File: src/rtl/ram_arbiter.sv
// Two-requester arbiter sharing one single-port RAM via an IDLE/ACCESS/RESP FSM.
// Define ARB_ROUND_ROBIN_EN for round-robin ties; otherwise requester 0 wins ties.
module ram_arbiter #(
  parameter int ADDR_W = 3,
  parameter int DATA_W = 8
) (
  input  logic              clk,
  input  logic              rst,
  input  logic              req0,
  input  logic              req1,
  input  logic              we0,
  input  logic              we1,
  input  logic [ADDR_W-1:0] addr0,
  input  logic [ADDR_W-1:0] addr1,
  input  logic [DATA_W-1:0] wdata0,
  input  logic [DATA_W-1:0] wdata1,
  output logic              ack0,
  output logic              ack1,
  output logic [DATA_W-1:0] rdata0,
  output logic [DATA_W-1:0] rdata1,
  output logic              busy,
  output logic              ram_wr,
  output logic [ADDR_W-1:0] ram_addr,
  output logic [DATA_W-1:0] ram_wr_data,
  input  logic [DATA_W-1:0] ram_rd_data
);

  typedef enum logic [1:0] {
    IDLE,
    ACCESS,
    RESP
  } state_t;

  state_t state;
  logic   grant;
  logic   pick;
  logic   wr_q;
  logic   ack0_q;
  logic   ack1_q;

`ifdef ARB_ROUND_ROBIN_EN
  logic last;

  always_comb begin
    pick = ~req0;
    if (req0 && req1) pick = ~last;
  end

  always_ff @(posedge clk) begin
    if (rst) last <= 1'b1;
    else if (state == IDLE && (req0 || req1)) last <= pick;
  end
`else
  always_comb pick = ~req0;
`endif

  always_ff @(posedge clk) begin
    if (rst) begin
      state       <= IDLE;
      grant       <= 1'b0;
      wr_q        <= 1'b0;
      ack0_q      <= 1'b0;
      ack1_q      <= 1'b0;
      ram_addr    <= '0;
      ram_wr_data <= '0;
      rdata0      <= '0;
      rdata1      <= '0;
    end else begin
      unique case (state)
        IDLE: begin
          ack0_q <= 1'b0;
          ack1_q <= 1'b0;
          if (req0 || req1) begin
            grant       <= pick;
            wr_q        <= pick ? we1 : we0;
            ram_addr    <= pick ? addr1 : addr0;
            ram_wr_data <= pick ? wdata1 : wdata0;
            state       <= ACCESS;
          end
        end
        ACCESS: begin
          wr_q <= 1'b0;
          if (!wr_q) begin
            if (grant) rdata1 <= ram_rd_data;
            else       rdata0 <= ram_rd_data;
          end
          ack0_q <= ~grant;
          ack1_q <= grant;
          state  <= RESP;
        end
        RESP: begin
          ack0_q <= 1'b0;
          ack1_q <= 1'b0;
          state  <= IDLE;
        end
        default: state <= IDLE;
      endcase
    end
  end

  // Gate with rst so an aborted ACCESS never strobes and an aborted RESP never acks.
  assign ram_wr = wr_q & ~rst;
  assign ack0   = ack0_q & ~rst;
  assign ack1   = ack1_q & ~rst;
  assign busy   = (state != IDLE);

endmodule

File: config.mk
export PLATFORM = sky130hd
export DESIGN_NAME = ram_arbiter
export DESIGN_NICKNAME = d
export VERILOG_FILES = /design/src/rtl/ram_arbiter.sv
export SDC_FILE = /design/constraint.sdc
export NUM_CORES = 1
export LEC_CHECK = 0
export BUFFER_PORTS_ARGS = -buffer_cell sky130_fd_sc_hd__clkbuf_2
export CORE_ASPECT_RATIO = 1.25
export CORE_UTILIZATION = 25
export CTS_CLUSTER_SIZE = 40
export DETAILED_ROUTE_END_ITERATION = 8
export PLACE_DENSITY = 0.5
export SLEW_MARGIN = 20
export SYNTH_ARGS = -nofsm -noshare
export SYNTH_HDL_FRONTEND = slang
export SYNTH_SLANG_ARGS = --single-unit
File: constraint.sdc
create_clock -name clk -period 1.6 [get_ports clk]
set_clock_uncertainty 0.15 [all_clocks]
set_input_delay 0.08 -clock clk [delete_from_list [all_inputs] [get_ports clk]]
set_output_delay 0.08 -clock clk [all_outputs]
set_load 0.01 [all_outputs]
==> out/metrics.csv <==
stage,metric,value,unit
critical_path,CP max FO,13,
die,standard cell core area,5410,um2
sta,count of final setup violators,0,
critical_path,peak per-stage delay on the critical path,0.53,ns
sta,final-layout worst hold slack,0.00429,ns
synthesis,Syn Area/Cell,9.82,um2
detailed_routing,total vias in the final route,1322,
sta,Slew Limit Headroom,0.647,
detailed_routing,post-route ant nets,0,
synthesis,share of the synthesized area in the top cell type,0.474,
global_route,via count of the first global-routing pass,1338,
synthesis,Area contributors post-synth,"dfxtp_1 47%, mux2i_1 14%, a21oi_1 7.9%, a211oi_2 4.5%, nand2_1 4.3%",
critical_path,cell at the slowest stage of the critical path,dlygate4sd3_1,
synthesis,number of warnings printed during yosys synthesis,0,
sta,max-slew violations,0,
place,IO Port Bufs,66,
cts,number of sinks driven by the clock tree,33,
die,initial standard-cell utilization of the core,0.258,
detailed_routing,post-detailed-route DRC marker count,0,
cts,cts bufs inserted,5,
sta,post-route clock period utilization,0.958,
sta,crit path time final,1.53,ns
global_route,Overflow after GRT,0,
global_route,pin count of the biggest net entering global routing,27,
cts,TritonCTS clock tree,yes,
critical_path,Worst path top cell family by delay,buffers and inverters,
place,DPL Wire Length,2.50,mm
job,max cap viols,0,
pwr,Final Total Pwr,2.05,mW
global_route,number of antenna violations at the first check in global routing,0,
critical_path,buffers plus inverters on the worst setup path,3,
hold_path,startpoint of the worst hold path,wdata1[0],
synthesis,flip-flop and latch count after synthesis,33,
pwr,total power density per cell area,938,nW/um2
sta,top achievable clock speed,652,MHz
detailed_routing,drt pass-1 iters,4,
finish,Layout Nets,273,
pwr,leakage power figure,0.986,nW
die,Die Outline Area,5880,um2
place,final RePlAce weighted congestion,0.722,
critical_path,start point of the critical path,req1,
critical_path,type of destination of the critical path,flip-flop,
critical_path,critical path startpoint category,input pin,
global_route,global-route wire length before repair,5.91,mm
die,Cell Rows,30,
detailed_routing,number of DRC markers after the initial detailed-route iteration,7,
synthesis,post-synth design cell area,1390,um2
cts,insertion delay of the later-clocked pin in the worst-skew pair,0.28,ns
cts,H-tree depth,2,
place,worst slack after detailed placement,0.0467,ns
sta,Final Hold Vio Count,0,
synthesis,dominant cell type by area after synthesis,dfxtp_1,
critical_path,critical-path cell list,dlygate4sd3_1 > clkbuf_2 > or2_4 > and2_4 > buf_12 > a211oi_1,
finish,Diodes inserted,0,
detailed_routing,total routed wirelength,3.61,mm
die,Die Wd,68.8,um
sta,post-route setup TNS,0,ns
die,number of top-level pins,67,
sta,Final WS setup,0.0670,ns
synthesis,number of flops mapped to enable cells by yosys,0,
synthesis,synthesized netlist net count,178,
finish,share of layout cells above drive strength 1,0.424,
cts,buffer levels on the longest clock path,2,
synthesis,most common cell in the netlist,dfxtp_1,
sta,Worst-Margin Slew,0.529,ns
pwr,worst IR drop on VDD,0.354,mV
detailed_routing,detailed-route vias per instance,4.38,
hold_path,worst hold path class,in2reg,
cts,clock transition at the registers of the reported paths,0.07,ns
critical_path,Reg-to-Reg Start,state[1]$_SDFFE_PP0P_,
synthesis,number of distinct library cell variants in the gate-level netlist after synthesis,22,
run_status,run status,"finished, final reports clean",
finish,area added between synthesis and finish,56.6,%
critical_path,kind of critical path,in2reg,
cts,root buffer cell,clkbuf_8,
die,chip height,85.5,um
synthesis,Commonest cells post-synth,"33 x dfxtp_1, 22 x a21oi_1, 20 x mux2i_1",
synthesis,share of the yosys chip area belonging to registers,0.474,
global_route,gr usage total,0.134,
critical_path,crit path DAT,1.58,ns
sta,RSZ-0062 raised after global routing,false,
synthesis,fraction of registers with async set/reset,0,
critical_path,required time at the worst-slack endpoint,1.65,ns
detailed_routing,Routed WL per cell,12.0,um
synthesis,leading register cell type out of synthesis,dfxtp_1,
synthesis,number of cells produced by synthesis,142,
==> registers in the layout, indices dropped and copies added (netlist names) <==
signal,count
ram_wr_data,8
ram_addr,3
state,2
grant,1
rdata0,8
ack0_q,1
rdata1,8
ack1_q,1
wr_q,1
==> worst reg2reg max path, stage by stage, from the launching register on <==
cell and delay [ns]:
dfxtp_1 0.40, nor4bb_4 0.29, buf_4 0.23, mux2i_1 0.20, nor2_1 0.05
==> report_power, final <==
part / internal [mW] / switching, mW
clock network: 0.389 / 0.301
logic: 0.235 / 0.203
registers: 0.881 / 0.0386
==> final cells by class <==
| cell class | count | area, um2 |
|---|---|---|
| inverters | 1 | 3.75 |
| flip-flops and latches | 33 | 662 |
| multi-input cells | 96 | 684 |
| clock inverters | 1 | 5.00 |
| fillers | 592 | 3220 |
| repair buffers | 100 | 651 |
| well taps | 64 | 80.1 |
| clock buffers | 7 | 96.3 |
==> per-layer routing <==
metal  GRT usage  wire length, um
met1       0.143             1560
met2       0.240             1760
met3      0.0524              262
met4      0.0334               27
met5           0                0
==> cell usage in the layout, fill, tap and decap left out, drive strengths merged <==
| cell type | n |
|---|---|
| or2 | 1 |
| clkinv | 1 |
| clkbuf | 73 |
| nand2 | 16 |
| a2111oi | 1 |
| nor2 | 11 |
| nor3 | 1 |
| buf | 13 |
| nor4bb | 1 |
| a211oi | 12 |
| nor2b | 7 |
| and2 | 1 |
| mux2i | 20 |
| or4b | 1 |
| inv | 1 |
| dfxtp | 33 |
| nand2b | 1 |
| dlygate4sd3 | 21 |
| a21oi | 22 |
| nor4b | 1 |
==> worst paths after layout <==
path         cells past startpoint  slack, ns                          end
max                              6       0.07  ram_wr_data[6]$_SDFFE_PP0P_
max reg2reg                      4       0.15       rdata1[7]$_SDFFE_PP0P_
min                              3      0.004  ram_wr_data[0]$_SDFFE_PP0P_
min reg2reg                      2       0.31       rdata0[5]$_SDFFE_PP0P_
==> metrics by stage <==
stage	utilization	instance area (um2)	instances
2_1_floorplan	-	1390	142
3_3_place_gp	0.336	1820	270
3_5_place_dp	0.336	1820	270
4_1_cts	0.394	2130	299
5_1_grt	0.404	2180	302
6_report	0.404	2180	302
==> cell families after synthesis <==
family / count (synthesis) / share of synthesized area
DFF: 33 / 0.474
muxes: 20 / 0.144
AOI/OAI and AO/OA: 35 / 0.172
and+or+nand+nor: 41 / 0.158
buffers and inverters: 13 / 0.0521
==> timing repair <==
action                     CTS  global route
gates resized for setup      0             4
setup buffers                0             3
setup endpoints to repair    0            10
hold endpoints to repair    24             0
hold buffers                21             0
(Power assumes the default switching activity.)
